File: config.mk
export PLATFORM = sky130hd
export DESIGN_NAME = pipe_tx_width_adapter
export DESIGN_NICKNAME = d
export VERILOG_FILES = /design/src/rtl/pipe_tx_width_adapter.sv
export SDC_FILE = /design/constraint.sdc
export NUM_CORES = 1
export LEC_CHECK = 0
export ABC_AREA = 1
export BUFFER_PORTS_ARGS = -buffer_cell sky130_fd_sc_hd__buf_2
export CAP_MARGIN = 10
export CORE_MARGIN = 5
export CORE_UTILIZATION = 55
export CTS_CLUSTER_SIZE = 25
export DETAILED_ROUTE_END_ITERATION = 12
export GPL_ROUTABILITY_DRIVEN = 0
export HOLD_SLACK_MARGIN = 0.06
export PLACE_DENSITY = 0.77
export SLEW_MARGIN = 25
export SYNTH_ARGS = -nofsm -noshare
export SYNTH_HDL_FRONTEND = slang
export SYNTH_SLANG_ARGS = --single-unit
File: constraint.sdc
create_clock -name clk -period 1.9 [get_ports clk]
set_input_delay 0.38 -clock clk [delete_from_list [all_inputs] [get_ports clk]]
set_output_delay 0.38 -clock clk [all_outputs]
set_load 0.01 [all_outputs]
File: src/rtl/pipe_tx_width_adapter.sv
// ---------------------------------------------------------------------------
// pipe_tx_width_adapter
//
// Splits MAC-side words of IN_WIDTH bits into narrower PIPE transmit slices.
// A word is loaded into a one-word buffer. It is then emitted LSB first as
// IN_WIDTH/w slices, one per cycle with no gaps. w is the PIPE width that was
// selected when the word was loaded. Every slice carries the K flags of its
// own bytes. The start-block marker and the sync header appear only on slice 0.
//
// Ports
//   clk             : single clock; all state updates on its rising edge
//   _reset          : asynchronous, active-low reset
//   width           : PIPE width code (0=8, 1=16, 2=32, 3=64 bits per cycle)
//   in_data         : MAC-side word
//   in_data_k       : one K flag per byte of in_data
//   in_start_block  : word begins a 128b/130b block
//   in_synch_header : sync header that goes with in_start_block
//   in_valid        : in_data and its side-band fields are valid
//   in_ready        : a word can be accepted this cycle
//   tx_data         : PHY-side slice; bits above the active width are zero
//   tx_data_k       : K flags of the slice; flags above the active width are zero
//   tx_data_valid   : a slice is present this cycle
//   tx_start_block  : start-block marker (slice 0 only)
//   tx_synch_header : sync header (slice 0 only, zero otherwise)
//   width_err       : sticky; a width code wider than IN_WIDTH was loaded
// ---------------------------------------------------------------------------
module pipe_tx_width_adapter #(
   parameter int IN_WIDTH = 32
) (
   input  logic                    clk,
   input  logic                    _reset,
   input  logic [1:0]              width,
   input  logic [IN_WIDTH-1:0]     in_data,
   input  logic [IN_WIDTH/8-1:0]   in_data_k,
   input  logic                    in_start_block,
   input  logic [3:0]              in_synch_header,
   input  logic                    in_valid,
   output logic                    in_ready,
   output logic [IN_WIDTH-1:0]     tx_data,
   output logic [IN_WIDTH/8-1:0]   tx_data_k,
   output logic                    tx_data_valid,
   output logic                    tx_start_block,
   output logic [3:0]              tx_synch_header,
   output logic                    width_err
);

   localparam int         IN_BYTES = IN_WIDTH / 8;
   localparam int         CW       = $clog2(IN_BYTES);
   // The widest legal code is the one whose slice covers the whole word.
   localparam logic [1:0] MAX_CODE = 2'($clog2(IN_BYTES));

   logic [1:0]            load_code;
   logic [1:0]            act_code;
   logic                  too_wide;
   logic [IN_WIDTH-1:0]   load_dmask;
   logic [IN_WIDTH-1:0]   cur_dmask;
   logic [IN_BYTES-1:0]   load_kmask;
   logic [IN_BYTES-1:0]   cur_kmask;
   logic [CW-1:0]         load_last;
   logic [CW-1:0]         last_idx;
   logic [CW-1:0]         cnt;
   logic [IN_WIDTH-1:0]   rem_data;
   logic [IN_BYTES-1:0]   rem_k;
   logic                  busy;
   logic                  last;
   logic                  load;

   // Clamp the requested width to IN_WIDTH. Build the lane masks for the word
   // being loaded and for the word now draining. in_ready opens on the final
   // slice so that back-to-back words stream without a bubble.
   always_comb begin
      too_wide   = (width > MAX_CODE);
      load_code  = too_wide ? MAX_CODE : width;
      load_dmask = {IN_WIDTH{1'b1}} >> (IN_WIDTH - (8 << load_code));
      load_kmask = {IN_BYTES{1'b1}} >> (IN_BYTES - (1 << load_code));
      cur_dmask  = {IN_WIDTH{1'b1}} >> (IN_WIDTH - (8 << act_code));
      cur_kmask  = {IN_BYTES{1'b1}} >> (IN_BYTES - (1 << act_code));
      load_last  = CW'((IN_BYTES >> load_code) - 1);
      last       = busy && (cnt == last_idx);
      in_ready   = _reset && (!busy || last);
      load       = in_valid && in_ready;
   end

   assign tx_data_valid = busy;

   // Slice 0 goes straight to the output registers at load time. The rest of
   // the word is kept pre-shifted in rem_data/rem_k, so each later slice is
   // always taken from the bottom lanes of the buffer.
   always_ff @(posedge clk or negedge _reset) begin
      if (!_reset) begin
         busy            <= 1'b0;
         cnt             <= '0;
         last_idx        <= '0;
         act_code        <= 2'd0;
         rem_data        <= '0;
         rem_k           <= '0;
         tx_data         <= '0;
         tx_data_k       <= '0;
         tx_start_block  <= 1'b0;
         tx_synch_header <= 4'd0;
         width_err       <= 1'b0;
      end else if (load) begin
         busy            <= 1'b1;
         cnt             <= '0;
         last_idx        <= load_last;
         act_code        <= load_code;
         tx_data         <= in_data & load_dmask;
         tx_data_k       <= in_data_k & load_kmask;
         rem_data        <= in_data >> (8 << load_code);
         rem_k           <= in_data_k >> (1 << load_code);
         tx_start_block  <= in_start_block;
         tx_synch_header <= in_synch_header;
         if (too_wide) begin
            width_err <= 1'b1;
         end
      end else if (busy && !last) begin
         cnt             <= cnt + CW'(1);
         tx_data         <= rem_data & cur_dmask;
         tx_data_k       <= rem_k & cur_kmask;
         rem_data        <= rem_data >> (8 << act_code);
         rem_k           <= rem_k >> (1 << act_code);
         tx_start_block  <= 1'b0;
         tx_synch_header <= 4'd0;
      end else begin
         busy            <= 1'b0;
         cnt             <= '0;
         tx_data         <= '0;
         tx_data_k       <= '0;
         tx_start_block  <= 1'b0;
         tx_synch_header <= 4'd0;
      end
   end

endmodule
**Word-level counts from Yosys, hierarchy flattened**

Index checks and enable logic that the tools add are counted.

- Order comparisons: 1
- Multiplexer cells: 15
- Add/sub/neg operators: 6
- Bitwise operators: 4
- Shift operators: 13
- Equal/unequal tests: 2
- Reduce and logical (&&, ||, !) cells: 9

Operator list:

| operator | number |
|---|---|
| $mux 32 | 4 |
| $and 32x32->32 | 2 |
| $shl 1x2->32 const A | 2 |
| $shl 4x2->32 const A | 2 |
| $shr 32x32->32 | 2 |
| $shr 32x32->32 const A | 2 |
| $shr 4x32->4 | 2 |
| $shr 4x32->4 const A | 2 |
| $sub 4x32->32 const A | 2 |
| $sub 7x32->32 const A | 2 |
| $mux 4 | 5 |
| $and 4x4->4 | 2 |
| $mux 2 | 3 |
| $logic_and 1x1->1 | 4 |
| $mux 1 | 3 |
| $shr 3x2->2 const A | 1 |
| $add 2x1->2 const B | 1 |
| $eq 2x2->1 | 1 |
| $gt 2x2->1 const B | 1 |
| $logic_not 1->1 | 2 |
| $ne 2x2->1 const B | 1 |
| $reduce_and 2->1 | 1 |
| $reduce_bool 2->1 | 1 |
| $sub 2x2->2 const B | 1 |
| $logic_or 1x1->1 | 1 |

- Output and inout port bits: 44
- Logic and storage cells: 61
- Register bits: 85
- Input port bits: 46

**Depth between registers and ports, before layout**

- Word-level depth: 7
- Mapped depth: 10

**Least setup slack after synthesis**

Ideal clock, no wire load.

- Path type: register -> register
- Start point: reg act_code[0]
- End point: reg rem_data[7]
- Arrival time: 1.469 ns
- Period minus slack after synthesis: 1.585 ns
- Library setup time: 0.117 ns
- Path buffers: 1
- Setup slack: 0.315 ns
- Cell stages (with the launch flop): 9
- Required time: 1.783 ns
- Cell sequence: dfrtp_1 inv_1 ha_1 clkbuf_1 inv_1 a21oi_2 nand2_1 nand2_1 nor2_1

- Longest elaborated chain between the ends: 4

Ends and longest elaborated chain:

| element | line | source |
|---|---|---|
| start, declared | 53 | `logic [1:0] act_code;` |
| start signal, assigned | 106 | `act_code <= load_code;` |
| $shl 4x2->32 | 120 | `rem_data <= rem_data >> (8 << act_code);` |
| $shr 32x32->32 | 120 |  |
| $mux 32 | 116 | `end else if (busy && !last) begin` |
| $mux 32 | 102 | `end else if (load) begin` |
| end signal, assigned | 109 | `rem_data <= in_data >> (8 << load_code);` |
| end signal, assigned | 120 |  |
| end, declared | 62 | `logic [IN_WIDTH-1:0] rem_data;` |

Every way passes these cells. The select of a mux whose other input is x is not followed.
A chain may end at the register's enable or synchronous reset.

**Final worst setup path**

- Start point: reg cnt[0]
- End point: out in_ready

- Longest elaborated chain between the ends: 4

Ends and longest elaborated chain:

| element | line | source |
|---|---|---|
| start, declared | 61 | `logic [CW-1:0] cnt;` |
| start signal, assigned | 117 | `cnt <= cnt + CW'(1);` |
| $eq 2x2->1 | 79 | `last = busy && (cnt == last_idx);` |
| $logic_and 1x1->1 | 79 |  |
| $logic_or 1x1->1 | 80 | `in_ready = _reset && (!busy \|\| last);` |
| $logic_and 1x1->1 | 80 |  |
| end, declared | 38 | `output logic in_ready,` |

Every way passes these cells.

==> impl_metrics.csv <==
group,metric,value,unit
run_status,outcome,"completed",
synth,synth_top_area_frac,0.479,
timing,finalHoldViolCount,0,
pwr,ir_worst_vdd,0.739,mV
worst_setup_path,cpPeakStageDelay,0.44,ns
synth,synth_top_family_by_area,"simple AND/OR/NAND/NOR gates",
worst_setup_path,r2r_slack,0.15,ns
flow_run,drv_cap,0,
worst_setup_path,r2r_cells,9,
timing,slew_headroom,0.360,
timing,fmax,544,MHz
synth,synth_seq_area_share,0.479,
detailed_routing,post_drt_wl_per_cell,16.7,um
detailed_routing,detail_route.drc_violations,0,
global_route,grt-busiest-layer,"met2",
timing,fin_skew,0.00827,ns
finish,drive_gt1_frac,0.219,
timing,slew_viol_final,0,
finish,fillers,680,
finish,fin_nets,727,
cts,clock_latency,0.36,ns
detailed_routing,routed_wl,13100,um
global_route,grt_pass1_wl,21600,um
synth,synth_compound_area_frac,0.145,
timing,grt_setup_unrepaired,"no",
placed_design,io_buffers,89,
synth,synth_xor_area_frac,0,
global_route,grt_use_total,0.272,
cts,cts-root-buf,"clkbuf_8",
worst_setup_path,endpoint_kind,"primary output",
finish,multiInputGateArea,1930,um^2
worst_setup_path,timing.rr.start,"cnt[0]$_DFF_PN0_",
timing,hold_slack,0.136,ns
synth,ys.warnings.count,0,
die,die_height,99.8,um
worst_setup_path,crit_family,"flip-flops",
detailed_routing,via_count,4516,
global_route,use_met1,0.382,
worst_setup_path,crit_slowest_cell,"dfrtp_1",
finish,final_common_cell,"nand2_1",
timing,tns,0,ns
detailed_routing,drt_iter0_drc,666,
worst_setup_path,critical_path_buf_inv_count,2,
synth,synth_area_leaders,"dfrtp_1 48%, nand2_1 12%, nand3_1 10%, o21ai_0 5.0%, inv_1 4.6%",
synth,syn_area,4440,um^2
die,die_area,9960,um^2
die,fp-row-count,32,
cts,cts_tree,"built",
worst_setup_path,r2r_end,"rem_data[18]$_DFFE_PN0P_",
timing,setup_viol,0,
cts,clockBufferDepth,2,
timing,tightestPinTransition,0.959,ns
detailed_routing,ant_nets,0,
finish,antenna_cells_inserted,0,
cts,cts-htree-levels,3,
synth,synth_cell_types,26,
global_route,gr-total-overflow,0,
die,core_area,7810,um^2
worst_setup_path,cp-start-kind,"register",
global_route,use_met2,0.414,
timing,fin_crit_sh,0.968,
global_route,antenna_found_initial,0,
cts,cts_made_buffers,9,
finish,syn2layout_area_growth,20.9,%
pwr,p_per_area,1530,nW/um^2
cts,cts_setup_buffers,0,
global_route,grt_pass1_vias,4308,
synth,synthAdderAreaFrac,0.0141,
placed_design,hpwlAfterDp,9500,um
worst_setup_path,cpMostUsedCell,"nand2_1",
worst_setup_path,required,1.52,ns
die,start_util,0.568,
worst_setup_path,critPathArrivalTime,1.46,ns
worst_setup_path,critPathKind,"reg2out",
synth,synthCells,583,
detailed_routing,firstDrtPassIters,6,
worst_hold_path,timing.hold.worst.class,"in2async",
synth,synth_mux_area_frac,0,
cts,cts.sink_count,85,
pwr,power.leakage,2.77,nW
cts,cts_hold_buffers,0,
finish,final_cell_mix,"145 x nand2_1, 91 x nand3_1, 88 x buf_2",
synth,avgSynthCellArea,7.61,um^2
global_route,grt_max_degree,51,
detailed_routing,vias_per_cell,5.77,
synth,ys_seq_elements,85,
cts,clkTransAtPathRegs,0.09,ns
synth,syn-num-nets,634,
finish,seq_area,2130,um^2
global_route,globalRouteMet3Util,0.0542,
cts,cts_resized,0,
die,io_pins,90,
synth,synth_simple_gate_area_share,0.272,
worst_setup_path,crit_chain,"inv_2, nand2_1, nand2_1, nand2_2, a21oi_2, buf_2",
timing,period_needed,1.84,ns
synth,synth_area_leader_cell,"dfrtp_1",
worst_setup_path,cp_max_fo,4,
die,die_x,99.8,um
==> routing by layer <==
| layer | up-vias | wire length (um) |
|---|---|---|
| li1 | 2095 | - |
| met3 | 30 | 1540 |
| met4 | 0 | 329 |
| met1 | 2100 | 5310 |
| met5 | - | 0 |
| met2 | 291 | 5880 |
==> worst register-to-register path: cells and delay by family (launching register included) <==
kind / cells / cell delay (ns)
AO/OA/AOI/OAI: 2 / 0.37
buffers and inverters: 2 / 0.32
flip-flops: 1 / 0.44
AND/OR/NAND/NOR: 5 / 0.50
==> synthesized netlist by cell type (all sizes together) <==
master  count
dfrtp      85
o22ai       3
o211ai      7
nand2     149
buf        25
clkbuf      9
nor3        3
o21ai      63
nand4       1
ha          5
a21oi      40
nand3      92
nor2       35
a22oi       6
inv        60
==> how the worst max path moves through the flow <==
stage	cells after the start	slack (ns)	to	startpoint
floorplan	8	0.31	rem_data[7]$_DFFE_PN0P_	act_code[0]$_DFFE_PN0N_
global placement	7	0.21	rem_data[7]$_DFFE_PN0P_	act_code[0]$_DFFE_PN0N_
detailed placement	7	0.18	rem_data[7]$_DFFE_PN0P_	act_code[0]$_DFFE_PN0N_
CTS	6	0.07	in_ready	cnt[0]$_DFF_PN0_
global route	6	0.02	in_ready	cnt[1]$_DFF_PN0_
finish	6	0.06	in_ready	cnt[0]$_DFF_PN0_
==> power by group <==
part | internal [W] | switching, W
registers | 0.00234 | 0.000297
logic | 0.00131 | 0.00258
clock network | 0.00101 | 0.000681
==> through the flow <==
stage	cell area (um^2)	instances	setup WS [ns]	utilization	total power [W]
2_1_floorplan	4440	583	0.315	-	0.00510
3_3_place_gp	5080	767	0.213	0.651	0.00631
3_5_place_dp	5080	767	0.181	0.651	0.00641
4_1_cts	5350	783	0.0724	0.685	0.00809
5_1_grt	5360	783	0.0236	0.687	0.00877
6_report	5360	783	0.0612	0.687	0.00821
==> registers in the layout (all words and copies together) (netlist names) <==
register	count
rem_data	32
tx_data	32
rem_k	4
tx_data_k	4
tx_synch_header	4
act_code	2
cnt	2
last_idx	2
tx_data_valid	1
tx_start_block	1
width_err	1
==> cell type report <==
cell class              count  area share
flip-flops and latches     85       0.397
clock buffers              10      0.0238
clock inverters             6      0.0252
repair buffers            116       0.128
multi-input cells         404       0.359
well taps                 102      0.0238
inverters                  60      0.0429
==> cells by family (layout without fill, tap and decap cells) <==
group           after synthesis  in the layout
simple gates                280            280
compound gates              119            119
buf+inv                      94            192
flops                        85             85
fa+ha+maj                     5              5
Power figures use the tool's default switching activity.
